$ cat src/rtl/usb_status_pkg.sv
// Shared definitions for the USB status LED block: indication modes and
// elaboration-time parameter legality.
package usb_status_pkg;

    typedef logic [1:0] led_mode_t;

    localparam led_mode_t LED_MODE_LEGACY = 2'd0;
    localparam led_mode_t LED_MODE_BLINK  = 2'd1;
    localparam led_mode_t LED_MODE_ACT    = 2'd2;
    localparam led_mode_t LED_MODE_OFF    = 2'd3;

    function automatic bit params_ok(int unsigned cnt_w, int unsigned reload_val,
                                     int unsigned sync_stages, int unsigned blink_bit);
        // Reload must leave the MSB clear, otherwise a woken channel never leaves HELD.
        return (cnt_w >= 2) && (cnt_w <= 32) &&
               (longint'(reload_val) < (longint'(1) << (cnt_w - 1))) &&
               (sync_stages >= 2) && (blink_bit < cnt_w);
    endfunction

endpackage

$ cat src/rtl/usb_status_led_chan.sv
// One indicator channel: sleep synchroniser, uptime counter, activity stretch
// and registered LED/awake outputs.
module usb_status_led_chan
    import usb_status_pkg::*;
#(
    parameter int unsigned CNT_W       = 21,
    parameter int unsigned RELOAD_VAL  = 'hE0000,
    parameter int unsigned SYNC_STAGES = 2,
    parameter int unsigned ACT_W       = 16
) (
    input  logic      clk_i,
    input  logic      rstn_i,
    input  logic      pu_i,
    input  logic      sleep_i,
    input  logic      act_i,
    input  led_mode_t mode_i,
    input  logic      blink_i,
    output logic      led_o,
    output logic      awake_o
);

    logic [SYNC_STAGES-1:0] sync_q, sync_d;
    logic [CNT_W-1:0]       cnt_q, cnt_d;
    logic [ACT_W-1:0]       act_q, act_d;
    logic                   led_q, led_d;
    logic                   awake_q, awake_d;
    logic                   sleep_s;
    logic                   held;

    assign sleep_s = sync_q[SYNC_STAGES-1];
    assign held    = cnt_q[CNT_W-1];

    always_comb begin
        sync_d = {sync_q[SYNC_STAGES-2:0], sleep_i};

        // MSB set freezes counting, so the counter can never wrap.
        if (!held) begin
            cnt_d = cnt_q + CNT_W'(1);
        end else if (!sleep_s) begin
            cnt_d = CNT_W'(RELOAD_VAL);
        end else begin
            cnt_d = cnt_q;
        end

        if (act_i && (mode_i == LED_MODE_ACT)) begin
            act_d = '1;
        end else if (act_q != '0) begin
            act_d = act_q - ACT_W'(1);
        end else begin
            act_d = act_q;
        end

        unique case (mode_i)
            LED_MODE_LEGACY: led_d = ~pu_i | ~held;
            LED_MODE_BLINK:  led_d = ~pu_i | ~held | blink_i;
            LED_MODE_ACT:    led_d = ~pu_i | (~held & (act_q == '0));
            LED_MODE_OFF:    led_d = 1'b0;
            default:         led_d = 1'b0;
        endcase

        awake_d = ~held & pu_i;
    end

    always_ff @(posedge clk_i) begin
        if (!rstn_i) begin
            sync_q  <= '0;
            cnt_q   <= '0;
            act_q   <= '0;
            led_q   <= 1'b0;
            awake_q <= 1'b0;
        end else begin
            sync_q  <= sync_d;
            cnt_q   <= cnt_d;
            act_q   <= act_d;
            led_q   <= led_d;
            awake_q <= awake_d;
        end
    end

    assign led_o   = led_q;
    assign awake_o = awake_q;

endmodule

$ cat src/rtl/usb_status_led.sv
// Multi-channel USB uptime/sleep/activity LED driver with one shared blink
// prescaler; outputs feed pad buffers directly.
module usb_status_led
    import usb_status_pkg::*;
#(
    parameter int unsigned CHANNELS    = 1,
    parameter int unsigned CNT_W       = 21,
    parameter int unsigned RELOAD_VAL  = 'hE0000,
    parameter int unsigned SYNC_STAGES = 2,
    parameter int unsigned ACT_W       = 16,
    parameter int unsigned BLINK_BIT   = 18
) (
    input  logic                  clk_i,
    input  logic                  rstn_i,
    input  logic [CHANNELS-1:0]   pu_i,
    input  logic [CHANNELS-1:0]   sleep_i,
    input  logic [CHANNELS-1:0]   act_i,
    input  logic [2*CHANNELS-1:0] mode_i,
    output logic [CHANNELS-1:0]   led_o,
    output logic [CHANNELS-1:0]   awake_o
);

    if (!params_ok(CNT_W, RELOAD_VAL, SYNC_STAGES, BLINK_BIT)) begin : g_bad_params
        $error("usb_status_led: illegal parameter combination");
    end

    logic [CNT_W-1:0] prescaler_q, prescaler_d;
    logic             blink;

    assign prescaler_d = prescaler_q + CNT_W'(1);
    assign blink       = prescaler_q[BLINK_BIT];

    always_ff @(posedge clk_i) begin
        if (!rstn_i) begin
            prescaler_q <= '0;
        end else begin
            prescaler_q <= prescaler_d;
        end
    end

    for (genvar i = 0; i < CHANNELS; i++) begin : g_chan
        usb_status_led_chan #(
            .CNT_W       (CNT_W),
            .RELOAD_VAL  (RELOAD_VAL),
            .SYNC_STAGES (SYNC_STAGES),
            .ACT_W       (ACT_W)
        ) u_chan (
            .clk_i   (clk_i),
            .rstn_i  (rstn_i),
            .pu_i    (pu_i[i]),
            .sleep_i (sleep_i[i]),
            .act_i   (act_i[i]),
            .mode_i  (mode_i[2*i +: 2]),
            .blink_i (blink),
            .led_o   (led_o[i]),
            .awake_o (awake_o[i])
        );
    end

endmodule

$ cat config.mk
export PLATFORM = sky130hd
export DESIGN_NAME = usb_status_led
export DESIGN_NICKNAME = d
export VERILOG_FILES = /design/src/rtl/usb_status_pkg.sv /design/src/rtl/usb_status_led_chan.sv /design/src/rtl/usb_status_led.sv
export SDC_FILE = /design/constraint.sdc
export NUM_CORES = 1
export LEC_CHECK = 0
export ABC_AREA = 0
export CORE_AREA = 2 2 85 120
export CTS_CLUSTER_DIAMETER = 40
export DETAILED_ROUTE_END_ITERATION = 10
export DIE_AREA = 0 0 87 122
export PLACE_DENSITY = 0.55
export SYNTH_ARGS = -nofsm -noshare
export SYNTH_HDL_FRONTEND = slang
export SYNTH_SLANG_ARGS = --single-unit
$ cat constraint.sdc
create_clock -name clk_i -period 3.2 [get_ports clk_i]
set_clock_uncertainty 0.15 [all_clocks]
set_input_delay 0.64 -clock clk_i [delete_from_list [all_inputs] [get_ports clk_i]]
set_output_delay 0.64 -clock clk_i [all_outputs]
set_load 0.02 [all_outputs]
==> results by group, run 1 <==
Run status
  • Status: complete, no violations

Worst setup path
  • CP max stage cell: or4b_4
  • Worst Setup Start Kind: flop
  • CP Class: flop to flop
  • Buf/Inv on CP: 1
  • CP top delay family: simple AND/OR/NAND/NOR gates
  • Kind of end point of the critical path: flop
  • Crit-path cells: inv_1 > ha_1 > or3b_4 > or4b_4 > or4b_1 > a31oi_1
  • Slowest cell delay on critical path: 520 ps
  • Critical path required time: 3300 ps
  • Max FO, Critical Path: 6
  • Crit path DAT: 2490 ps

Min path
  • Worst min path class: flop to flop

Power
  • Net Sw Power: 0.559 mW
  • Leak pwr: 1.14 nW
  • Max IR drop VDD: 0.000343 V
  • Clk network pwr share: 44.5%
  • Internal Power: 1.57 mW
  • PD cells: 646 nW/µm²
  • Sw Ratio: 26.2%
  • Combinational share of power: 14.5%
  • Sequential group share of total power: 41.0%

Synth
  • Async set-reset flop share out of synthesis: 0%
  • Top cells by count, synth: dfxtp_1 (60), nor2_1 (30), nand2_1 (23), nand3_1 (18), a21oi_1 (15)
  • Post-synth EDFFs: 0
  • Register area share after synthesis: 42.8%
  • Count leader, synth: dfxtp_1
  • Synth Register Bits: 60
  • Area share of the largest cell type after synthesis: 42.8%
  • Synthesized Nets: 330
  • Synth Flop Type: dfxtp_1
  • Mean Syn Cell Area: 8.79 µm²
  • Synth top area cells: dfxtp_1 (43%), nor2_1 (4.0%), xnor2_1 (3.7%), nand3_1 (3.2%), nand2_1 (3.1%)
  • Syn Inst Count: 319
  • Count of cell types in the netlist: 51
  • Synthesis Warnings: 0
  • Yosys top cell by area: dfxtp_1
  • Synthesized area: 2810 µm²

Timing
  • Fin. Hold Viols: 0
  • RSZ-0062 raised after global routing: false
  • Final setup TNS: 0 ps
  • Final min period: 2390 ps
  • F_max: 0.419 GHz
  • Final Setup Violations: 0
  • Worst-Margin Slew: 553 ps
  • Max Slew Vio Count: 0
  • Tcrit/Tclk final: 74.7%
  • Slew Limit Headroom: 63.0%

Clocking
  • H-Tree Depth: 3
  • Post-CTS Setup Inserts: 0
  • Clk buf depth: 2
  • TritonCTS Buffers: 9
  • # clock sinks: 60
  • TritonCTS clock tree: done
  • Clk pin slew, worst setup/hold paths: 50 ps
  • Worst-Skew Late Latency: 320 ps
  • Post-CTS Hold Buffers: 0
  • Post_cts resized: 0
  • Root buffer cell: clkbuf_16

Detailed routing
  • Post-Route WL: 5.77 mm
  • Wire per inst: 12.9 µm
  • ANT nets after route: 0
  • Via density per instance: 5.23
  • DRT Pass-1 Iters: 4
  • Total number of vias: 2331
  • DRC: 0
  • 1st-iter DRT viols: 91

Cells and area
  • Fin area: 3300 µm²
  • N_diodes: 0
  • Area Overhead vs Synth: 17.7%
  • Final nets: 340
  • Share of cells above drive strength 1: 9.28%

Floorplanning
  • Die height: 122 µm
  • Initial Util: 29.1%
  • DIE AREA: 10600 µm²
  • # rows: 43
  • Die X-Extent: 87 µm
  • Core Area: 9630 µm²
  • Num ports: 9

Global route
  • First-pass GRT wire length: 10.1 mm
  • GR Util met3: 2.64%
  • Met2 global-route usage: 20.9%
  • GRT overflow: 0
  • GR Util met1: 13.1%
  • Total Routing Usage GR: 12.0%
  • Vias in the first global route: 2251
  • Initial antenna violation count: 0
  • Most Crowded Layer GR: met2
  • Largest net degree at the start of global routing: 23

Placed design
  • Port bufs: 8
  • DP Wirelength: 3.91 mm
  • Routability cong.: 0.760
  • Cell area after placement: 3010 µm²

Run
  • Max Cap Violations: 0
cells in the final DEF, fill, tap and decap left out, drive strengths merged, types with 5 or more instances in the layout:
cell           instances
a21oi                 15
a31oi                  9
and3                   5
and4                   5
clkbuf                12
clkdlybuf4s50          8
dfxtp                 60
inv                    7
mux2i                  5
nand2                 23
nand2b                 7
nand3                 18
nand4                  9
nor2                  30
nor3                  10
nor4                   8
o21ai                  7
or2                    5
or3                    7
or4                    8
xnor2                 12
routing by layer:
layer	part of all wire [%]	vias to the layer above
li1	-	1199
met1	45	1101
met2	51	21
met3	1.9	10
met4	2.4	0
met5	0	-
state kept, by name (all words and copies together) (netlist names):
name and cells:
g_chan.u_chan.led_o 1, g_chan.u_chan.act_q 16, prescaler_q 19, g_chan.u_chan.sync_q 2, g_chan.u_chan.awake_o 1, g_chan.u_chan.cnt_q 21
power by group through the flow:
stage          Clock [mW]  Combinational, mW  Sequential (mW)
2_1_floorplan           0              0.249            0.874
3_3_place_gp            0              0.305            0.887
3_5_place_dp            0              0.312            0.889
4_1_cts             0.970              0.313            0.873
5_1_grt              1.00              0.357            0.885
6_report            0.949              0.309            0.875
worst paths after layout:
check                           slack, ps  depth (start not counted)                                   start                                 endpoint
worst max-delay path                  810                          6  g_chan[0].u_chan.act_q[0]$_SDFFE_PN0P_  g_chan[0].u_chan.act_q[12]$_SDFFE_PN0P_
worst min register to register        290                          1   g_chan[0].u_chan.sync_q[0]$_SDFF_PN0_    g_chan[0].u_chan.sync_q[1]$_SDFF_PN0_
worst min-delay path                  290                          1   g_chan[0].u_chan.sync_q[0]$_SDFF_PN0_    g_chan[0].u_chan.sync_q[1]$_SDFF_PN0_
worst max register to register        810                          6  g_chan[0].u_chan.act_q[0]$_SDFFE_PN0P_  g_chan[0].u_chan.act_q[12]$_SDFFE_PN0P_
through the flow:
step	setup WS, ps	util [%]	std cells	total power, mW	hold WS [ps]
after floorplan	918	-	319	1.12	262
final	811	34.3	446	2.13	286
after CTS	813	34.3	446	2.16	289
after detailed placement	818	31.2	430	1.20	278
after global routing	703	34.3	446	2.24	320
after global placement	862	31.2	430	1.19	272
kinds of logic (layout without fill, tap and decap cells):
family,Yosys count,in the layout,share of synthesized area [%]
buffers and inverters,21,36,2.81
adder cells (fa/ha/maj),4,4,1.78
AND/OR/NAND/NOR,154,154,31.2
AO/OA/AOI/OAI,56,56,13.4
flip-flops,60,60,42.8
multiplexers,8,8,2.99
XOR/XNOR,16,16,5.00
layout make-up:
cell class,instances,area [µm²]
clock inverters,4,48.8
flip-flops and latches,60,1200
well taps,112,140
clock buffers,12,246
repair buffers,12,110
inverters,8,30.0
multi-input cells,238,1530
fillers,995,6330
worst reg2reg max path, delay by kind of cell (launching register included):
kind	cells	cell delay, ps
adders and majority gates	1	190
DFF	1	310
AOI/OAI and AO/OA	1	160
and+or+nand+nor	3	1390
buffers and inverters	1	110
No activity file was read; power rests on OpenSTA's default activity.
==> run 2: changes to the inputs <==
--- a/config.mk
+++ b/config.mk
@@ -10,7 +10,7 @@
 export CTS_CLUSTER_DIAMETER = 40
 export DETAILED_ROUTE_END_ITERATION = 10
 export DIE_AREA = 0 0 87 122
-export PLACE_DENSITY = 0.55
+export PLACE_DENSITY = 0.57
 export SYNTH_ARGS = -nofsm -noshare
 export SYNTH_HDL_FRONTEND = slang
 export SYNTH_SLANG_ARGS = --single-unit
==> constraint.sdc (replaced) <==
create_clock -name clk_i -period 2.15 [get_ports clk_i]
set_clock_uncertainty 0.15 [all_clocks]
set_input_delay 0.43 -clock clk_i [delete_from_list [all_inputs] [get_ports clk_i]]
set_output_delay 0.43 -clock clk_i [all_outputs]
set_load 0.02 [all_outputs]
==> results by group, run 2 (same netlist as run 1, synthesis figures left out) <==
Run status
  • Status: finished, violations left (was complete, no violations)
  • Failing checks: setup timing

Floorplanning
  • Initial Util: 29.1% (unchanged)
  • Die X-Extent: 87 µm (unchanged)
  • Core Area: 9630 µm² (unchanged)
  • # rows: 43 (unchanged)
  • Die height: 122 µm (unchanged)
  • Num ports: 9 (unchanged)
  • DIE AREA: 10600 µm² (unchanged)

Clocking
  • # clock sinks: 60 (unchanged)
  • Root buffer cell: clkbuf_16 (unchanged)
  • Worst-Skew Late Latency: 330 ps (was 320 ps)
  • Clk pin slew, worst setup/hold paths: 50 ps (about the same)
  • H-Tree Depth: 3 (unchanged)
  • TritonCTS Buffers: 9 (unchanged)
  • Clk buf depth: 2 (unchanged)
  • TritonCTS clock tree: done (unchanged)

Placed design
  • Routability cong.: 0.811 (was 0.760)
  • Cell area after placement: 3170 µm² (was 3010 µm²)
  • Port bufs: 8 (unchanged)
  • DP Wirelength: 4.10 mm (was 3.91 mm)

Detailed routing
  • Via density per instance: 5.16 (was 5.23)
  • DRC: 0 (unchanged)
  • ANT nets after route: 0 (unchanged)
  • 1st-iter DRT viols: 63 (was 91)
  • DRT Pass-1 Iters: 4 (unchanged)
  • Wire per inst: 12.4 µm (was 12.9 µm)
  • Total number of vias: 2408 (was 2331)
  • Post-Route WL: 5.79 mm (was 5.77 mm)

Global route
  • Largest net degree at the start of global routing: 22 (was 23)
  • Total Routing Usage GR: 12.4% (was 12.0%)
  • Vias in the first global route: 2316 (was 2251)
  • GRT overflow: 0 (unchanged)
  • Initial antenna violation count: 0 (unchanged)
  • First-pass GRT wire length: 10.5 mm (was 10.1 mm)

Timing
  • RSZ-0062 raised after global routing: true (was false)
  • Slew Limit Headroom: 62.6% (was 63.0%)
  • F_max: 0.445 GHz (was 0.419 GHz)
  • Final Worst Setup Slack: -99.2 ps (was 811 ps)
  • Fin. Hold Viols: 0 (unchanged)
  • Worst-Margin Slew: 557 ps (was 553 ps)
  • Final min period: 2250 ps (was 2390 ps)
  • Final Setup Violations: 2 (was 0)
  • Final setup TNS: -144 ps (was 0 ps)
  • Tcrit/Tclk final: 105% (was 74.7%)
  • Max Slew Vio Count: 0 (unchanged)

Worst setup path
  • Kind of end point of the critical path: flop (unchanged)
  • CP Class: flop to flop (unchanged)
  • CP top delay family: simple AND/OR/NAND/NOR gates (unchanged)
  • Buf/Inv on CP: 1 (unchanged)
  • Crit path DAT: 2350 ps (was 2490 ps)
  • Slowest cell delay on critical path: 520 ps (about the same)
  • CP Depth: 6 (unchanged)
  • CP Launch Point: g_chan[0].u_chan.act_q[0]$_SDFFE_PN0P_ (unchanged)
  • CP max stage cell: or4b_4 (unchanged)
  • Max FO, Critical Path: 5 (was 6)
  • FF-to-FF Start: g_chan[0].u_chan.act_q[0]$_SDFFE_PN0P_ (unchanged)
  • CP Capture Point: g_chan[0].u_chan.act_q[12]$_SDFFE_PN0P_ (unchanged)
  • Worst Setup Start Kind: flop (unchanged)
  • R2R depth: 6 (unchanged)
  • Critical path required time: 2250 ps (was 3300 ps)
  • R2r setup slk: -100 ps (was 810 ps)
  • Crit-path cells: inv_2 > ha_4 > or3b_4 > or4b_4 > or4b_1 > a31oi_1 (was inv_1 > ha_1 > or3b_4 > or4b_4 > or4b_1 > a31oi_1)
  • Crit Reg-Reg Endpoint: g_chan[0].u_chan.act_q[12]$_SDFFE_PN0P_ (unchanged)

Cells and area
  • Final core utilization: 36.4% (was 34.3%)
  • Area Overhead vs Synth: 24.9% (was 17.7%)
  • Share of cells above drive strength 1: 17.2% (was 9.28%)
  • Reg with most FFs: g_chan.u_chan.cnt_q (unchanged)
  • N_diodes: 0 (unchanged)
  • Final nets: 361 (was 340)
  • Commonest non-fill, non-tap cell in the layout: dfxtp_1 (unchanged)
  • Commonest non-fill, non-tap cells in the layout: dfxtp_1 (59), nor2_1 (30), buf_4 (25) (was dfxtp_1 (60), nor2_1 (30), nand2_1 (23))
  • Fin area: 3500 µm² (was 3300 µm²)
  • Max FFs per register: 21 (unchanged)
  • Top flop regs: g_chan.u_chan.cnt_q x21, prescaler_q x19, g_chan.u_chan.act_q x16 (unchanged)

Power
  • Pwr Total: 3.37 mW (was 2.13 mW)
  • Max IR drop VDD: 0.000563 V (was 0.000343 V)
  • Leak pwr: 1.25 nW (was 1.14 nW)
  • PD cells: 962 nW/µm² (was 646 nW/µm²)

Run
  • Max Cap Violations: 0 (unchanged)

Min path
  • Hold Startpoint: g_chan[0].u_chan.sync_q[0]$_SDFF_PN0_ (unchanged)
  • Worst min path class: flop to flop (unchanged)
==> run 2: worst min-delay path by stage <==
stage	to	slack, ps	cells after the start
6_report	g_chan[0].u_chan.sync_q[1]$_SDFF_PN0_	290	1
3_5_place_dp	g_chan[0].u_chan.sync_q[1]$_SDFF_PN0_	270	1
2_1_floorplan	g_chan[0].u_chan.sync_q[1]$_SDFF_PN0_	260	1
3_3_place_gp	g_chan[0].u_chan.sync_q[1]$_SDFF_PN0_	270	1
4_1_cts	g_chan[0].u_chan.sync_q[1]$_SDFF_PN0_	290	1
5_1_grt	g_chan[0].u_chan.sync_q[1]$_SDFF_PN0_	300	1
==> run 2: cell type report <==
type,count,area [µm²]
Clock buffer,12,256
Clock inverter,4,47.5
Fill cell,977,6130
Inverter,8,30.0
Multi-Input combinational cell,238,1560
Sequential cell,60,1200
Tap cell,112,140
Timing Repair Buffer,33,268
==> run 2: timing repair <==
action                                  4_1_cts  5_1_grt
endpoints found under the setup margin        2       14
hold buffers                                  0        0
setup buffers                                 0        1
resized for setup                             1        7
pin swaps                                     2        3
==> run 2: per-layer routing <==
metal	wire, µm	track usage, %	share of wire [%]	vias up
li1	-	-	-	1240
met1	2680	14.8	46	1137
met2	2850	20.4	49	22
met3	131	3.05	2.3	9
met4	129	6.15	2.2	0
met5	0	0	0	-
==> run 2: power by group <==
group / internal (mW) / leakage, nW / switching (mW) / total (mW)
registers: 1.20 / 0.489 / 0.0963 / 1.29
logic: 0.328 / 0.611 / 0.298 / 0.626
clock network: 0.955 / 0.149 / 0.493 / 1.45
total: 2.48 / 1.25 / 0.888 / 3.37
==> run 2: through the flow <==
| stage | worst slack [ps] | hold slack [ps] | cells |
|---|---|---|---|
| after global routing | -192 | 300 | 467 |
| after global placement | -71.6 | 266 | 450 |
| after detailed placement | -119 | 271 | 450 |
| after floorplan | -86.5 | 262 | 319 |
| after CTS | -104 | 286 | 466 |
| final | -99.2 | 286 | 467 |
==> run 2: worst reg2reg max path: cells and delay by family (launching register included) <==
kind | cells | cell delay, ps
buffers and inverters | 1 | 70
AO/OA/AOI/OAI | 1 | 140
adder cells (fa/ha/maj) | 1 | 130
flip-flops | 1 | 320
AND/OR/NAND/NOR | 3 | 1360
